$ cat src/rtl/udp_aggregator_param_if.sv
// ---------------------------------------------------------------------------
// udp_aggregator_param_if
// Handshake bundle between a packet source/result sink and the
// udp_aggregator_param block.
//   In_data   [DATA_W] packet beat             (master -> slave)
//   In_valid           beat valid              (master -> slave)
//   In_last            final beat of packet    (master -> slave)
//   In_ready           beat accepted           (slave  -> master)
//   Out_data  [DATA_W] result word             (slave  -> master)
//   Out_valid          result available        (slave  -> master)
//   Out_ready          result consumed         (master -> slave)
// ---------------------------------------------------------------------------
interface udp_aggregator_param_if #(
  parameter int DATA_W = 256
);
  logic [DATA_W-1:0] In_data;
  logic              In_valid;
  logic              In_last;
  logic              In_ready;
  logic [DATA_W-1:0] Out_data;
  logic              Out_valid;
  logic              Out_ready;

  modport master (
    output In_data, In_valid, In_last, Out_ready,
    input  In_ready, Out_data, Out_valid
  );

  modport slave (
    input  In_data, In_valid, In_last, Out_ready,
    output In_ready, Out_data, Out_valid
  );
endinterface

$ cat src/rtl/udp_aggregator_param.sv
// ---------------------------------------------------------------------------
// udp_aggregator_param
// Receives packets as DATA_W-bit beats (header beat, opcode beat, body
// beats), folds the 32-bit payload words with SUM / MAX / MIN according to
// the opcode and pushes one result entry per packet into a RES_DEPTH-entry
// result FIFO.
//   clk        single clock, rising edge
//   reset      asynchronous active-high reset
//   bus        udp_aggregator_param_if.slave (In_* beat stream, Out_* results)
//   pkt_count  [16] results pushed, saturating   (only with UDP_AGG_STATS_EN)
//   drop_count [16] dropped + errored packets    (only with UDP_AGG_STATS_EN)
// Result entry: [31:0] result, [47:32] opcode, [48] error, rest zero.
// Optional feature macro: UDP_AGG_STATS_EN adds the two statistics counters.
// ---------------------------------------------------------------------------
module udp_aggregator_param #(
  parameter int DATA_W    = 256,
  parameter int RES_DEPTH = 4
) (
  input  logic clk,
  input  logic reset,
  udp_aggregator_param_if.slave bus
`ifdef UDP_AGG_STATS_EN
  ,
  output logic [15:0] pkt_count,
  output logic [15:0] drop_count
`endif
);

  localparam int WORDS     = DATA_W / 32;
  localparam int OPC_WORDS = 5;
  localparam int PTR_W     = $clog2(RES_DEPTH);
  localparam int CNT_W     = PTR_W + 1;

  typedef enum logic [1:0] {HDR, OPC, BODY} rx_state_t;

  rx_state_t         state, state_nxt;
  logic [31:0]       acc, fold_val;
  logic [15:0]       opcode, cur_op;
  logic              cur_err;
  logic              accept, push, pop;
  logic              ready_en;
  logic [DATA_W-1:0] entry;
  logic [DATA_W-1:0] fifo_mem [RES_DEPTH];
  logic [PTR_W-1:0]  rd_ptr, wr_ptr;
  logic [CNT_W-1:0]  count;

  function automatic logic [31:0] init_val(input logic [15:0] op);
    return (op == 16'd3) ? 32'hFFFF_FFFF : 32'h0;
  endfunction

  // Unknown opcodes collapse to 0 so an errored packet carries a zero result.
  function automatic logic [31:0] fold_word(input logic [15:0] op,
                                            input logic [31:0] a,
                                            input logic [31:0] w);
    case (op)
      16'd1:   return a + w;
      16'd2:   return (w > a) ? w : a;
      16'd3:   return (w < a) ? w : a;
      default: return 32'h0;
    endcase
  endfunction

  assign accept = bus.In_valid && bus.In_ready;
  assign pop    = bus.Out_valid && bus.Out_ready;

  // ready_en keeps In_ready low during reset and until the first clock edge.
  assign bus.In_ready  = ready_en && (count < CNT_W'(RES_DEPTH));
  assign bus.Out_valid = (count != '0);
  assign bus.Out_data  = bus.Out_valid ? fifo_mem[rd_ptr] : '0;

  // Next state and folding. The opcode beat restarts the accumulator from
  // the initial value of the newly seen opcode, so packets never interact.
  always_comb begin
    state_nxt = state;
    cur_op    = opcode;
    fold_val  = acc;
    push      = 1'b0;
    case (state)
      HDR: begin
        if (accept && !bus.In_last) state_nxt = OPC;
      end
      OPC: begin
        if (accept) begin
          cur_op    = bus.In_data[175:160];
          fold_val  = init_val(bus.In_data[175:160]);
          push      = bus.In_last;
          state_nxt = bus.In_last ? HDR : BODY;
        end
      end
      BODY: begin
        if (accept && bus.In_last) begin
          push      = 1'b1;
          state_nxt = HDR;
        end
      end
      default: state_nxt = HDR;
    endcase
    for (int i = 0; i < WORDS; i++) begin
      if (accept && ((state == BODY) || (state == OPC && i < OPC_WORDS)))
        fold_val = fold_word(cur_op, fold_val, bus.In_data[i*32 +: 32]);
    end
  end

  assign cur_err = !((cur_op == 16'd1) || (cur_op == 16'd2) || (cur_op == 16'd3));

  always_comb begin
    entry          = '0;
    entry[31:0]    = cur_err ? 32'h0 : fold_val;
    entry[47:32]   = cur_op;
    entry[48]      = cur_err;
  end

  // RX state, accumulator and latched opcode.
  always_ff @(posedge clk or posedge reset) begin
    if (reset) begin
      state    <= HDR;
      acc      <= '0;
      opcode   <= '0;
      ready_en <= 1'b0;
    end else begin
      state    <= state_nxt;
      acc      <= fold_val;
      opcode   <= cur_op;
      ready_en <= 1'b1;
    end
  end

  // Result FIFO pointers and occupancy; push and pop may coincide.
  always_ff @(posedge clk or posedge reset) begin
    if (reset) begin
      rd_ptr <= '0;
      wr_ptr <= '0;
      count  <= '0;
    end else begin
      if (push) wr_ptr <= wr_ptr + 1'b1;
      if (pop)  rd_ptr <= rd_ptr + 1'b1;
      case ({push, pop})
        2'b10:   count <= count + 1'b1;
        2'b01:   count <= count - 1'b1;
        default: count <= count;
      endcase
    end
  end

  // Storage needs no reset: Out_data is masked while the FIFO is empty.
  always_ff @(posedge clk) begin
    if (push) fifo_mem[wr_ptr] <= entry;
  end

`ifdef UDP_AGG_STATS_EN
  logic drop;
  assign drop = accept && (state == HDR) && bus.In_last;

  // Saturating statistics; errored packets count as both pushed and dropped.
  always_ff @(posedge clk or posedge reset) begin
    if (reset) begin
      pkt_count  <= '0;
      drop_count <= '0;
    end else begin
      if (push && pkt_count != 16'hFFFF)
        pkt_count <= pkt_count + 16'd1;
      if ((drop || (push && cur_err)) && drop_count != 16'hFFFF)
        drop_count <= drop_count + 16'd1;
    end
  end
`endif

endmodule

$ cat src/flat_wrapper.sv
// flat-port wrapper written by rule: the top's interface ports become plain ports
module udp_aggregator_param_flat 
#(
  parameter int DATA_W    = 256,
  parameter int RES_DEPTH = 4
)
  (clk, reset, bus_In_data, bus_In_valid, bus_In_last, bus_Out_ready, bus_In_ready, bus_Out_data, bus_Out_valid);
  udp_aggregator_param_if #(.DATA_W(DATA_W)) bus_i ();
  input  logic clk;
  input  logic reset;
  input wire logic [$bits(bus_i.In_data)-1:0] bus_In_data;
  input wire logic [$bits(bus_i.In_valid)-1:0] bus_In_valid;
  input wire logic [$bits(bus_i.In_last)-1:0] bus_In_last;
  input wire logic [$bits(bus_i.Out_ready)-1:0] bus_Out_ready;
  output wire logic [$bits(bus_i.In_ready)-1:0] bus_In_ready;
  output wire logic [$bits(bus_i.Out_data)-1:0] bus_Out_data;
  output wire logic [$bits(bus_i.Out_valid)-1:0] bus_Out_valid;
  assign bus_i.In_data = bus_In_data;
  assign bus_i.In_valid = bus_In_valid;
  assign bus_i.In_last = bus_In_last;
  assign bus_i.Out_ready = bus_Out_ready;
  assign bus_In_ready = bus_i.In_ready;
  assign bus_Out_data = bus_i.Out_data;
  assign bus_Out_valid = bus_i.Out_valid;
  udp_aggregator_param #(.DATA_W(DATA_W), .RES_DEPTH(RES_DEPTH)) u_core (.clk(clk), .reset(reset), .bus(bus_i));
endmodule
$ cat config.mk
export PLATFORM = sky130hd
export DESIGN_NAME = udp_aggregator_param_flat
export DESIGN_NICKNAME = d
export VERILOG_FILES = /design/src/rtl/udp_aggregator_param_if.sv /design/src/rtl/udp_aggregator_param.sv /design/src/flat_wrapper.sv
export SDC_FILE = /design/constraint.sdc
export NUM_CORES = 2
export LEC_CHECK = 0
export ABC_AREA = 1
export ABC_CLOCK_PERIOD_IN_PS = 24200
export CELL_PAD_IN_SITES_DETAIL_PLACEMENT = 2
export CELL_PAD_IN_SITES_GLOBAL_PLACEMENT = 2
export CORE_UTILIZATION = 31
export CTS_CLUSTER_SIZE = 12
export DETAILED_ROUTE_END_ITERATION = 16
export MAX_ROUTING_LAYER = met4
export PLACE_DENSITY_LB_ADDON = 0.1
export REMOVE_ABC_BUFFERS = 1
export SLEW_MARGIN = 20
export SYNTH_ARGS = -nofsm -noshare
export SYNTH_HDL_FRONTEND = slang
export SYNTH_SLANG_ARGS = --single-unit
$ cat constraint.sdc
create_clock -name clk -period 24.2 [get_ports clk]
set_clock_uncertainty 0.1 [all_clocks]
set_input_delay 4.84 -clock clk [delete_from_list [all_inputs] [get_ports clk]]
set_output_delay 4.84 -clock clk [all_outputs]
set_load 0.02 [all_outputs]
==> impl_metrics.py, run 1 <==
metrics = {
    "run_status": {
        "status": "aborted with a tool error",
        "lastStage": "global routing",
        "tool.error": "[ERROR GRT-0232] Routing congestion too high. Check the congestion heatmap in the GUI.",
    },
    "synthesis": {
        "seq_area_frac_synth_pct": 16.86,
        "synthArstFlopShare_pct": 22.83,
        "netlist_top_cells_area": "ha_1 15%, edfxtp_1 14%, nand2_1 13%",
        "synthCells": 7127,
        "synth-seq-cells": 254,
        "synth_top_cell_area_share_pct": 15.10,
        "synth.distinct_cells": 70,
        "synth_area_per_cell_um2": 6.104,
        "yosys_most_used_dff": "edfxtp_1",
        "yosysWarnings": 0,
        "netlist_area_um2": 43510,
        "synth_edf_count": 196,
        "yosys.area.top_type": "ha_1",
    },
    "place": {
        "port-buffer-count": 311,
        "placed_cell_area_um2": 59670,
        "place_congestion": 0.9744,
        "place_inst": 10680,
        "dp_hpwl_um": 210400,
    },
    "floorplan": {
        "row_count": 137,
        "fp.dieH_um": 376.6,
        "io-pin-count": 519,
        "initial_core_util_pct": 31.22,
        "die_w_um": 376.6,
    },
    "clock_tree": {
        "cts.sinks": 254,
        "root_buffer": "clkbuf_16",
        "cts.htree.levels": 1,
        "cts_max_path_buffers": 3,
        "cts_buffers": 28,
        "hold_buffers": 0,
    },
    "grt": {
        "gr-total-overflow": 911,
        "antenna_found_initial": 35,
        "gr-usage-all-layers_pct": 81.60,
        "grt_max_degree": 128,
    },
    "sta": {
        "worstEpCategory": "register data pin",
        "postGrtWorstEndpoint": "u_core.fifo_mem[0][30]$_DFFE_PP_/D",
    },
}
==> metal layers <==
metal | track usage [%] | GRT overflow
met1 | 77.84 | 10
met2 | 98.61 | 557
met3 | 60.97 | 34
met4 | 89.01 | 310
met5 | - | -
==> logic make-up after synthesis <==
kind of cell             synth area share (%)
XOR/XNOR                               0.3624
other                                 0.01726
AND/OR/NAND/NOR                         33.05
AO/OA/AOI/OAI                           18.39
flip-flops                              16.86
buffers and inverters                   15.80
adder cells (fa/ha/maj)                 15.51
==> metrics by stage <==
| step | setup slack, ns | utilization [%] |
|---|---|---|
| after floorplan | -11.53 | - |
| after global placement | -5.293 | 42.82 |
| after detailed placement | -6.764 | 42.82 |
| after CTS | -3.881 | 44.10 |
==> synth_stat cells (all sizes together) (15+ instances only) <==
master / count
a21boi: 39
a21o: 25
a21oi: 613
a31oi: 18
buf: 329
clkbuf: 147
clkinv: 19
dfrtp: 58
edfxtp: 196
ha: 525
inv: 1061
nand2: 1594
nand3: 515
nand3b: 26
nand4: 211
nor2: 790
nor3: 50
nor4: 17
o211ai: 34
o21a: 18
o21ai: 652
o21bai: 22
o31ai: 15
or2: 63
==> repair_timing <==
| item | CTS |
|---|---|
| endpoints found under the setup margin | 160 |
| gates resized for setup | 222 |
| cloned | 0 |
| setup buffers | 36 |
| pin swaps | 46 |
| endpoints found under the hold margin | 0 |
==> run 2: changes to the inputs <==
Settings changed: CELL_PAD_IN_SITES_DETAIL_PLACEMENT 2 to unset, CELL_PAD_IN_SITES_GLOBAL_PLACEMENT 2 to unset, CORE_UTILIZATION 31 to 20, CTS_CLUSTER_SIZE 12 to unset, MAX_ROUTING_LAYER met4 to unset, PLACE_DENSITY_LB_ADDON 0.1 to 0.15.
==> run 2 against run 1 <==
  * The flow now finishes, with violations (negative setup slack)
  * Synthesized area unchanged
  * Synthesized cell count stayed put
==> impl_metrics.py, run 2 <==
metrics = {
    "power_and_ir_drop": {
        "p_sw_mw": 3.918,
        "p_leak_nw": 34.36,
        "pwr_density_cell_nw_per_um2": 114.9,
        "seq_power_share_pct": 7.2,
        "p_int_mw": 3.954,
        "power_frac_clock_pct": 6.1,
        "swShare_pct": 49.77,
        "power_frac_comb_pct": 86.7,
        "vdd_drop_max_uv": 60.22,
    },
    "place": {
        "placed_cell_area_um2": 61180,
        "dp_hpwl_um": 190300,
        "place_congestion": 0.9170,
        "port-buffer-count": 311,
        "preCtsSetupSlack_ns": -6.585,
    },
    "sta": {
        "slew_violations": 0,
        "max_clock_freq_mhz": 37.52,
        "fin_crit_ns": 26.65,
        "worstMarginPinSlew_ns": 1.031,
        "max-slew-margin-rel_pct": 31.21,
        "finalCritPeriodShare_pct": 110.1,
        "setup_viol": 160,
        "grt_setup_unrepaired": "yes",
        "hold_viol": 0,
        "finalWorstSetupSlack_ns": -2.455,
    },
    "synthesis": {
        "synth.distinct_cells": 70,
        "synth-seq-cells": 254,
        "netlist_top_cells_area": "ha_1 15%, edfxtp_1 14%, nand2_1 13%",
        "yosys_most_used_dff": "edfxtp_1",
        "synthArstFlopShare_pct": 22.83,
        "seq_area_frac_synth_pct": 16.86,
        "yosysWarnings": 0,
        "yosys.area.top_type": "ha_1",
        "synth_edf_count": 196,
        "yosysMostFrequentCell": "nand2_1",
        "synth_area_per_cell_um2": 6.104,
        "synth_commonest_cells": "1,483 x nand2_1, 1,004 x inv_1, 779 x nor2_1, 612 x a21oi_1, 608 x o21ai_0",
        "synth_top_cell_area_share_pct": 15.10,
        "netlist_area_um2": 43510,
        "synthCells": 7127,
    },
    "floorplan": {
        "die_w_um": 468.4,
        "core_um2": 215500,
        "io-pin-count": 519,
        "initial_core_util_pct": 20.19,
        "fp.dieH_um": 468.4,
        "row_count": 170,
        "design.die.area_um2": 219400,
    },
    "final_layout": {
        "regMostFlops": "u_core.fifo_mem",
        "largest_reg_flops": 196,
        "area_growth_pct": 57.45,
        "nets": 9968,
        "most-common-layout-cells": "1,857 x buf_4, 1,335 x nand2_1, 942 x inv_1",
        "reg_top3": "u_core.fifo_mem x196, u_core.acc x32, u_core.opcode x16",
        "drive_gt1_share_pct": 32.23,
        "stdcell_area_um2": 68500,
        "layout_commonest_cell": "buf_4",
        "fill_cells": 23770,
    },
    "grt": {
        "grt_pass1_wl_um": 338100,
        "grt_max_degree": 83,
        "antenna_found_initial": 30,
        "gr-total-overflow": 0,
        "gr-usage-all-layers_pct": 20.53,
        "grt_pass1_vias": 52200,
    },
    "detailed_routing": {
        "first_iter_violations": 3482,
        "post_drt_wl_per_cell_um": 19.53,
        "drc": 0,
        "drtAntennaViolNets": 0,
        "vias_per_cell": 4.518,
        "first_pass_iters": 6,
        "num_vias": 54430,
        "drt-total-wl_um": 235200,
    },
    "setup_path": {
        "required_ns": 24.38,
        "crit_fanout": 8,
        "cpPeakStageDelay_ns": 0.30,
        "cp_num_buf_inv": 67,
        "end_kind": "register",
        "crit_arrival_ns": 26.84,
        "rr_startpoint": "u_core.state[1]",
        "critPathKind": "in -> reg",
        "cp-start-kind": "primary input",
        "critPathSlowestCell": "ha_1",
        "critPathTopFamily": "buffers and inverters",
        "timing.critical_path.mode_cell": "buf_4",
        "cp-startpoint": "bus_In_data[171]",
    },
    "min_path": {
        "hold_class": "reg -> reg",
        "min-delay-start": "u_core.count[1]",
    },
    "clock_tree": {
        "cts_tree": "built",
        "cts_buffers": 30,
        "hold_buffers": 0,
        "cts_max_path_buffers": 3,
        "clk_latency_ns": 0.57,
        "root_buffer": "clkbuf_16",
        "path_clk_slew_ns": 0.06,
        "cts.sinks": 254,
        "cts.htree.levels": 1,
    },
    "run_status": {
        "status": "finished with violations",
        "violations": "negative setup slack",
    },
    "flow_run": {
        "cap_viol_max_count": 0,
    },
}
==> run 2: cell counts after synthesis <==
Identical to the previous run, type by type.
==> run 2: power by group through the flow <==
stage	Clock (mW)	Sequential [mW]	Combinational [mW]
after floorplan	0	0.581	2.67
after global routing	0.509	0.574	7.44
final	0.482	0.568	6.82
after CTS	0.494	0.571	6.41
after detailed placement	0	0.580	5.89
after global placement	0	0.580	5.89
==> run 2: what timing repair did <==
item	CTS	global route
cloned	9	2
buffers inserted	189	99
gates resized for setup	458	553
pin swaps	151	352
endpoints found under the hold margin	0	0
endpoints found under the setup margin	160	160
==> run 2: metal layers <==
layer / wire (um) / global-route usage [%] / vias up
met3: 8778 / 1.081 / 224
li1: - / - / 27100
met4: 6492 / 5.504 / 12
met2: 109700 / 34.43 / 1307
met1: 110200 / 28.41 / 25790
met5: 65 / 0 / -
==> run 2: worst paths after layout <==
check	endpoint	slack (ns)	cells past startpoint
max in group asynchronous	u_core.opcode[8]	18.64	3
max reg2reg	u_core.fifo_mem[3][31]	1.53	175
max	u_core.fifo_mem[1][31]	-2.45	174
min	u_core.count[1]	0.44	2
min in group asynchronous	u_core.acc[2]	4.76	3
min reg2reg	u_core.count[1]	0.44	2
==> run 2: tightest hold or removal path, delay by kind of cell (launching register included) <==
kind | cells | cell delay, ns
DFF | 1 | 0.38
and+or+nand+nor | 1 | 0.06
AOI/OAI and AO/OA | 1 | 0.06
==> run 2: cell families after synthesis <==
| family | Yosys count | share of synthesized area, % |
|---|---|---|
| xor gates and xnor gates | 18 | 0.3624 |
| and+or+nand+nor | 3284 | 33.05 |
| buffers and inverters | 1556 | 15.80 |
| other | 2 | 0.01726 |
| DFF | 254 | 16.86 |
| adders and majority gates | 534 | 15.51 |
| AOI/OAI and AO/OA | 1479 | 18.39 |
==> run 2: through the flow <==
stage | utilization (%) | TNS, ns | hold WS [ns] | power (mW) | std cells
final | 31.79 | -362.29 | 0.4363 | 7.872 | 12050
after global routing | 31.79 | -567.89 | 0.4562 | 8.528 | 12050
after CTS | 30.44 | -397.65 | 0.4301 | 7.475 | 11940
after detailed placement | 28.39 | -1014.71 | 0.4196 | 6.474 | 11690
after global placement | 28.39 | -1026.85 | 0.4046 | 6.473 | 11690
after floorplan | - | -1837.37 | 0.3686 | 3.254 | 6857
==> run 2: cell type report <==
cell class	count	area, um^2	area share, %
multi-input combinational	5524	33550	48.98
timing repair buffer	2283	18870	27.54
sequential	254	7338	10.71
inverter	1080	4096	5.980
tap	2838	3551	5.184
clock buffer	43	890.9	1.301
clock inverter	12	173.9	0.2539
antenna	14	35.03	0.05114
Note: power is estimated with default switching activity, not from simulation.
